===== config.mk =====
export PLATFORM = sky130hd
export DESIGN_NAME = multi_interval_timer
export DESIGN_NICKNAME = d
export VERILOG_FILES = /design/src/rtl/multi_interval_timer.sv
export SDC_FILE = /design/constraint.sdc
export NUM_CORES = 1
export LEC_CHECK = 0
export ABC_CLOCK_PERIOD_IN_PS = 4800
export BUFFER_PORTS_ARGS = -buffer_cell sky130_fd_sc_hd__buf_2
export CORE_ASPECT_RATIO = 0.9
export CORE_UTILIZATION = 55
export DETAILED_ROUTE_END_ITERATION = 10
export MAX_ROUTING_LAYER = met4
export PLACE_DENSITY = 0.71
export RECOVER_POWER = 50
export SKIP_CTS_REPAIR_TIMING = 1
export SYNTH_ARGS = -nofsm -noshare
export SYNTH_HDL_FRONTEND = slang
export SYNTH_SLANG_ARGS = --single-unit

===== constraint.sdc =====
create_clock -name clk -period 4.8 [get_ports clk]
set_clock_uncertainty 0.2 [all_clocks]
set_input_delay 0.96 -clock clk [delete_from_list [all_inputs] [get_ports clk]]
set_output_delay 0.96 -clock clk [all_outputs]
set_load 0.005 [all_outputs]

===== src/rtl/multi_interval_timer.sv =====
// multi_interval_timer
//   NUM_CH independent interval timers. Each channel counts clock cycles up to
//   its latched terminal count and emits a one-cycle done pulse at expiry. The
//   channel then either stops (one-shot) or reloads and keeps counting (periodic).
//
// Ports
//   clk       : clock, rising edge
//   rst_n     : synchronous active-low reset
//   start     : [NUM_CH] pulse, start/restart channel (count=0, latch term and mode)
//   stop      : [NUM_CH] pulse, abort channel to IDLE
//   pause     : [NUM_CH] level, hold the count while high (ignored in IDLE)
//   periodic  : [NUM_CH] mode bit sampled on start (1 = auto-reload)
//   load_en   : write load_val into the terminal register of channel load_ch
//   load_ch   : channel index for the load
//   load_val  : new terminal count (0 is stored as 1)
//   busy      : [NUM_CH] channel in RUN or PAUSED
//   done      : [NUM_CH] registered one-cycle expiry pulse
//   count     : [NUM_CH*WIDTH] current counts, channel i at [i*WIDTH +: WIDTH]
module multi_interval_timer #(
   parameter int unsigned WIDTH        = 27,
   parameter int unsigned NUM_CH       = 4,
   parameter int unsigned DEFAULT_TERM = 100_000_000,
   localparam int unsigned CH_W        = (NUM_CH > 1) ? $clog2(NUM_CH) : 1
) (
   input  logic                      clk,
   input  logic                      rst_n,
   input  logic [NUM_CH-1:0]         start,
   input  logic [NUM_CH-1:0]         stop,
   input  logic [NUM_CH-1:0]         pause,
   input  logic [NUM_CH-1:0]         periodic,
   input  logic                      load_en,
   input  logic [CH_W-1:0]           load_ch,
   input  logic [WIDTH-1:0]          load_val,
   output logic [NUM_CH-1:0]         busy,
   output logic [NUM_CH-1:0]         done,
   output logic [NUM_CH*WIDTH-1:0]   count
);

   typedef enum logic [1:0] {
      ST_IDLE   = 2'd0,
      ST_RUN    = 2'd1,
      ST_PAUSED = 2'd2
   } state_t;

   localparam logic [WIDTH-1:0] TERM_RST = WIDTH'(DEFAULT_TERM);
   localparam logic [WIDTH-1:0] ONE      = WIDTH'(1);

   // per-channel FSM state
   state_t           state_q [NUM_CH];
   state_t           state_d [NUM_CH];

   // per-channel datapath registers
   logic [WIDTH-1:0] term_q  [NUM_CH];
   logic [WIDTH-1:0] term_d  [NUM_CH];
   logic [WIDTH-1:0] aterm_q [NUM_CH];
   logic [WIDTH-1:0] aterm_d [NUM_CH];
   logic [WIDTH-1:0] cnt_q   [NUM_CH];
   logic [WIDTH-1:0] cnt_d   [NUM_CH];
   logic [NUM_CH-1:0] mode_q;
   logic [NUM_CH-1:0] mode_d;
   logic [NUM_CH-1:0] busy_q;
   logic [NUM_CH-1:0] busy_d;
   logic [NUM_CH-1:0] done_q;
   logic [NUM_CH-1:0] done_d;

   // decoded events
   logic [NUM_CH-1:0] load_hit_c;
   logic [NUM_CH-1:0] tick_c;
   logic [NUM_CH-1:0] expire_c;
   logic [WIDTH-1:0]  load_adj_c;

   // Event decode: load target, counting edge, and expiry edge per channel.
   // A channel leaving PAUSED counts on that edge, so it is treated like RUN.
   always_comb begin
      load_adj_c = (load_val == '0) ? ONE : load_val;
      for (int i = 0; i < NUM_CH; i++) begin
         load_hit_c[i] = load_en && (load_ch == CH_W'(i));
         tick_c[i]     = (state_q[i] != ST_IDLE) && !pause[i];
         expire_c[i]   = tick_c[i] && (cnt_q[i] == (aterm_q[i] - ONE));
      end
   end

   // FSM state register
   always_ff @(posedge clk) begin
      for (int i = 0; i < NUM_CH; i++) begin
         if (!rst_n) begin
            state_q[i] <= ST_IDLE;
         end else begin
            state_q[i] <= state_d[i];
         end
      end
   end

   // FSM next state: stop > start > expiry > pause
   always_comb begin
      for (int i = 0; i < NUM_CH; i++) begin
         state_d[i] = state_q[i];
         if (stop[i]) begin
            state_d[i] = ST_IDLE;
         end else if (start[i]) begin
            state_d[i] = ST_RUN;
         end else begin
            case (state_q[i])
               ST_RUN, ST_PAUSED: begin
                  if (expire_c[i]) begin
                     state_d[i] = mode_q[i] ? ST_RUN : ST_IDLE;
                  end else if (pause[i]) begin
                     state_d[i] = ST_PAUSED;
                  end else begin
                     state_d[i] = ST_RUN;
                  end
               end
               default: state_d[i] = ST_IDLE;
            endcase
         end
      end
   end

   // FSM outputs and datapath next values
   always_comb begin
      for (int i = 0; i < NUM_CH; i++) begin
         cnt_d[i]   = cnt_q[i];
         done_d[i]  = 1'b0;
         aterm_d[i] = aterm_q[i];
         mode_d[i]  = mode_q[i];
         term_d[i]  = term_q[i];
         busy_d[i]  = (state_d[i] != ST_IDLE);

         if (load_hit_c[i]) begin
            term_d[i] = load_adj_c;
         end

         if (stop[i]) begin
            cnt_d[i] = '0;
         end else if (start[i]) begin
            // a load to this channel in the same cycle is seen by the start
            cnt_d[i]   = '0;
            aterm_d[i] = load_hit_c[i] ? load_adj_c : term_q[i];
            mode_d[i]  = periodic[i];
         end else if (expire_c[i]) begin
            cnt_d[i]  = '0;
            done_d[i] = 1'b1;
         end else if (tick_c[i]) begin
            cnt_d[i] = cnt_q[i] + ONE;
         end
      end
   end

   // Datapath and output registers
   always_ff @(posedge clk) begin
      for (int i = 0; i < NUM_CH; i++) begin
         if (!rst_n) begin
            cnt_q[i]   <= '0;
            term_q[i]  <= TERM_RST;
            aterm_q[i] <= TERM_RST;
            mode_q[i]  <= 1'b0;
            busy_q[i]  <= 1'b0;
            done_q[i]  <= 1'b0;
         end else begin
            cnt_q[i]   <= cnt_d[i];
            term_q[i]  <= term_d[i];
            aterm_q[i] <= aterm_d[i];
            mode_q[i]  <= mode_d[i];
            busy_q[i]  <= busy_d[i];
            done_q[i]  <= done_d[i];
         end
      end
   end

   assign busy = busy_q;
   assign done = done_q;

   for (genvar g = 0; g < NUM_CH; g++) begin : g_count
      assign count[g*WIDTH +: WIDTH] = cnt_q[g];
   end

endmodule


Word level (Yosys, flattened, before mapping)
Memory sizes are Yosys's and may differ from the RTL's.
Index checks and enable logic that the tools add are counted.
Widths: inputs -> output; s select.
Operators by class
  add/subtract/negate cells: 8
  equality and inequality tests: 15
  mux-type cells: 75
  bitwise operators: 21
  reduce and logical (&&, ||, !) cells: 38
Operators by type and width (count)
  $mux 27: 41
  $add 27x1->27 const B: 4
  $eq 27x27->1: 4
  $sub 27x1->27 const B: 4
  $mux 2: 24
  $logic_not 27->1: 1
  $or 1x1->1: 16
  $reduce_bool 2->1: 8
  $eq 2x2->1 const B: 6
  $logic_and 1x1->1: 12
  $reduce_or 3->1: 4
  $eq 2x1->1 const B: 5
  $mux 1: 10
  $reduce_and 2->1: 4
  $reduce_or 2->1: 4
  $not 1->1: 5
  $logic_not 1->1: 4
  $logic_not 2->1: 1
Storage, ports and cells
  flip-flop bits (word level): 12
  bits in writable memories: 332
  input port bits: 48
  output and inout port bits: 116
  word-level logic and storage cells: 170
  memories: 4
Memories
  aterm_q: depth 4, width 27, rd ports 4, clocked after Yosys merged registers in 0, wr ports 4, RTL line 55  | logic [WIDTH-1:0] aterm_q [NUM_CH];
  cnt_q: depth 4, width 27, rd ports 4, clocked after Yosys merged registers in 0, wr ports 4, RTL line 57  | logic [WIDTH-1:0] cnt_q [NUM_CH];
  term_q: depth 4, width 27, rd ports 4, clocked after Yosys merged registers in 0, wr ports 4, RTL line 53  | logic [WIDTH-1:0] term_q [NUM_CH];
  state_q: depth 4, width 2, rd ports 4, clocked after Yosys merged registers in 0, wr ports 4, RTL line 49  | state_t state_q [NUM_CH];

Longest topological paths before layout
  depth in word-level cells: 8
  gate-level depth with buffers: 11
  gate-level depth less buffers: 9

Worst setup path after synthesis
Ideal clock, no wire load.
  path kind: reg-to-reg
  start: mem aterm_q[0][0]
  end: mem cnt_q[0][22]
  setup time: 115 ps
  data arrival time: 3037 ps
  data required time: 4485 ps
  slack: 1448 ps
  stages on the path, launching flop included: 12
  buffers on the path: 2
  period minus slack after synthesis: 3352 ps
  cells stage by stage: dfxtp_1 -> inv_1 -> ha_1 -> clkbuf_1 -> nor3b_1 -> nand4_1 -> nor4b_2 -> nor4_1 -> or4b_4 -> o41ai_4 -> buf_6 -> nor2_1
RTL lines (RTL line)
  start, declared: 55
  end, declared: 57

==> results by group <==
Status
  • Result of the run: finished, violations left
  • Violated checks: max-capacitance violations, max-slew violations

STA
  • Shortest period the worst path allows: 3.73 ns
  • Final hold violation count: 0
  • Pin slew with the least headroom to its limit: 2.65 ns
  • Count of final max-slew check failures: about 160
  • Finish-stage setup viols: 0
  • Highest attainable clock frequency: ~0.27 GHz
  • Worst slew slack as a fraction of its limit: -0.764
  • Fraction of the cycle the final worst path needs: 0.778
  • TNS Setup: 0 ns
  • RSZ-0062 raised after global routing: false

Placed design
  • Half-perimeter wire length of the detailed placement result: roughly 31,000 um
  • Placed cell count: 2,447
  • Final weighted congestion in routability-driven placement: between 0.9 and 1
  • Port bufs: 163

Detailed routing
  • Max Used Layer: met4
  • Via Count: approximately 15,000
  • Number of nets still failing antenna checks after routing: 0
  • Violation count after the first detailed-routing iteration: ~1,100
  • Detailed-routing wirelength on met1: about 22,000 um
  • Total wire length after detailed routing: about 43,000 um
  • Vias per std cell: around 5.8
  • Sum of met2 wire segment lengths after detailed routing: between 15,000 and 20,000 um
  • Number of optimization iterations in the first detailed-route pass: 5
  • Routed length on met3: 2250 um
  • Routed wire length per instance: approximately 17 um
  • Drt drc: 0

Die
  • Initial Util: 0.560
  • Total core area: about 0.031 mm^2
  • Die boundary height: 171 um
  • Ports: 164
  • Die extent in x: between 150 and 200 um
  • Number of rows in the core area: 61
  • DIE AREA: 0.0323 mm^2

Layout
  • Final cell count without fillers: ~2,500
  • NumNets Final: approximately 2,100
  • Share of layout cells above drive strength 1: 0.124
  • Commonest non-fill, non-tap cell in the layout: sky130_fd_sc_hd__dfxtp_1
  • Number of inserted filler cells in the final layout: 2,736
  • Count of inserted antenna diode cells: 0
  • Signed area change from the synthesized netlist to the final layout: 12.7%
  • Most frequent cells in the layout: sky130_fd_sc_hd__dfxtp_1 (344), sky130_fd_sc_hd__nand2_1 (247), sky130_fd_sc_hd__buf_2 (152)

Clock tree
  • Buffer cell driving the clock tree root: sky130_fd_sc_hd__clkbuf_16
  • TritonCTS clock tree: built
  • Number of levels the H-tree was split into: 2
  • CTS sink cnt: 344
  • Clock-pin transition on the worst setup and hold timing paths: 0.06 ns
  • TritonCTS Buffers: 36
  • Clock Tree Buf Depth: 3
  • Source-to-sink clock delay at the later pin of the worst-skew pair: between 0.5 and 0.6 ns

Yosys
  • Post-synth ARST share: 0
  • Yosys cell types: 78
  • Syn nets: slightly above 2,000
  • Post-Syn Area per Cell: between 8 and 9 um^2
  • Yosys reg bits: approximately 340
  • Total number of yosys warnings: 0
  • Most instantiated flip-flop cell in the synthesis netlist: sky130_fd_sc_hd__dfxtp_1
  • Number of instances in the synthesized netlist: 1,982
  • Number of enable-type register cells in the synthesized netlist: 0
  • Mapped cell area: between 0.015 and 0.02 mm^2
  • Sequential-to-total area share from yosys stat: 0.397

Critical path
  • Data arrival time of the critical path: 4.00 ns
  • Worst reg-to-reg setup slack: between 1 and 1.5 ns
  • Highest fanout seen on the critical path: 9
  • Startpoint type of the worst setup path: flop
  • Required time of the critical path: between 5 and 6 ns
  • Worst Path Class, Setup: reg -> reg
  • CP Capture Type: flop

GRT
  • Total routing usage reported by global routing: 0.273
  • Number of global-route vias before repair: about 13,000
  • Pin count of the biggest net entering global routing: 89
  • Overflow left after global routing: 0
  • Global-route wire length before repair: 69,600 um
  • Number of antenna violations at the first check in global routing: 0

Pwr
  • Largest voltage drop on the vdd net: ~0.26 mV
  • Leak: 8.23 nW
  • Total power per unit cell area: 335 mW/mm^2

Min path
  • Worst min-delay path category: reg -> reg

Run
  • Max-cap violations: 4
==> through the flow <==
stage                      util  setup slack [ns]  hold slack [ns]  power, mW  area, um^2
final                     0.631              1.07            0.274       6.55       19600
after CTS                 0.632              1.06            0.272       6.59       19600
after floorplan               -              1.45            0.238       3.53       17400
after global routing      0.631             0.745            0.291       6.79       19600
after detailed placement  0.592              1.05            0.256       3.72       18300
after global placement    0.592              1.29            0.249       3.70       18300
==> cells by family after synthesis <==
family,after synthesis,synth area share
AND/OR/NAND/NOR,861,0.257
flip-flops,344,0.397
AO/OA/AOI/OAI,259,0.117
XOR/XNOR,231,0.117
buffers and inverters,159,0.0358
multiplexers,116,0.0671
adder cells (fa/ha/maj),12,0.00865
==> metal layers <==
metal / GRT usage / vias to the layer above
met5: - / -
met1: 0.396 / 6900
met4: 0.0771 / 0
met3: 0.0289 / 71
li1: - / 7247
met2: 0.401 / 411
==> layout make-up <==
class	count	area, um^2	share of cell area
Multi-Input combinational cell	1479	9870	0.505
Sequential cell	344	6890	0.352
Clock buffer	49	1060	0.0542
Timing Repair Buffer	178	908	0.0464
Tap cell	409	512	0.0262
Clock inverter	17	183	0.00934
Inverter	37	139	0.00710
==> final timing paths <==
check | start | end | cells past startpoint
setup / recovery | aterm_q[0][0]$_SDFFE_PN0P_ | done[0]$_SDFF_PP0_ | 9
hold reg to reg | term_q[0][18]$_SDFF_PN1_ | term_q[0][18]$_SDFF_PN1_ | 2
hold / removal | term_q[0][18]$_SDFF_PN1_ | term_q[0][18]$_SDFF_PN1_ | 2
setup reg to reg | aterm_q[0][0]$_SDFFE_PN0P_ | done[0]$_SDFF_PP0_ | 9
==> sequential cells by signal (all words and copies together) (netlist names) <==
name,cells
aterm_q,108
cnt_q,108
term_q,108
state_q,8
busy,4
done,4
mode_q,4
==> report_power, final <==
part           switching (mW)  internal (mW)
logic                   0.362          0.252
registers               0.104           2.95
clock network            1.16           1.72
total                    1.63           4.92
==> cells in the mapped netlist (5+ instances only) <==
cell type | count | area share
sky130_fd_sc_hd__and2_1 | 12 | 0.0043
sky130_fd_sc_hd__dfxtp_1 | 344 | 0.40
sky130_fd_sc_hd__a31oi_1 | 13 | 0.0047
sky130_fd_sc_hd__a211o_1 | 5 | 0.0025
sky130_fd_sc_hd__o2111ai_1 | 5 | 0.0025
sky130_fd_sc_hd__nor2_1 | 110 | 0.024
sky130_fd_sc_hd__nand3b_1 | 7 | 0.0030
sky130_fd_sc_hd__o41ai_1 | 5 | 0.0025
sky130_fd_sc_hd__and3_1 | 29 | 0.010
sky130_fd_sc_hd__o211a_1 | 53 | 0.031
sky130_fd_sc_hd__ha_1 | 12 | 0.0087
sky130_fd_sc_hd__xnor2_1 | 108 | 0.055
sky130_fd_sc_hd__buf_1 | 15 | 0.0032
sky130_fd_sc_hd__buf_2 | 7 | 0.0020
sky130_fd_sc_hd__clkbuf_1 | 98 | 0.021
sky130_fd_sc_hd__and4_1 | 7 | 0.0035
sky130_fd_sc_hd__o21ai_0 | 25 | 0.0072
sky130_fd_sc_hd__a211oi_1 | 6 | 0.0026
sky130_fd_sc_hd__a21o_1 | 7 | 0.0030
sky130_fd_sc_hd__nand2_1 | 247 | 0.053
sky130_fd_sc_hd__inv_1 | 37 | 0.0080
sky130_fd_sc_hd__or2_2 | 6 | 0.0022
sky130_fd_sc_hd__o211ai_1 | 51 | 0.022
sky130_fd_sc_hd__nor2b_1 | 76 | 0.027
sky130_fd_sc_hd__a21oi_1 | 25 | 0.0072
sky130_fd_sc_hd__nor3b_1 | 9 | 0.0039
sky130_fd_sc_hd__nor4b_1 | 5 | 0.0025
sky130_fd_sc_hd__mux2i_1 | 113 | 0.065
sky130_fd_sc_hd__nand2b_1 | 9 | 0.0032
sky130_fd_sc_hd__nor3_1 | 128 | 0.037
sky130_fd_sc_hd__nor4_1 | 36 | 0.013
sky130_fd_sc_hd__a21boi_0 | 10 | 0.0043
sky130_fd_sc_hd__or3_1 | 19 | 0.0068
sky130_fd_sc_hd__nand3_1 | 62 | 0.018
sky130_fd_sc_hd__o31ai_1 | 10 | 0.0043
sky130_fd_sc_hd__nand4_1 | 49 | 0.018
sky130_fd_sc_hd__or4_1 | 22 | 0.0095
sky130_fd_sc_hd__xor2_1 | 122 | 0.062
==> critical path, cell delays in order (launching register included) <==
cell and delay, ns:
sky130_fd_sc_hd__dfxtp_1 0.37, sky130_fd_sc_hd__inv_1 0.08, sky130_fd_sc_hd__ha_1 0.34, sky130_fd_sc_hd__nor3b_1 0.38
sky130_fd_sc_hd__nand4_1 0.36, sky130_fd_sc_hd__a2111oi_0 0.64, sky130_fd_sc_hd__o22ai_1 0.15, sky130_fd_sc_hd__or4_1 0.49
sky130_fd_sc_hd__nor4_1 0.46, sky130_fd_sc_hd__and2_1 0.21
Note: power is estimated with default switching activity, not from simulation.
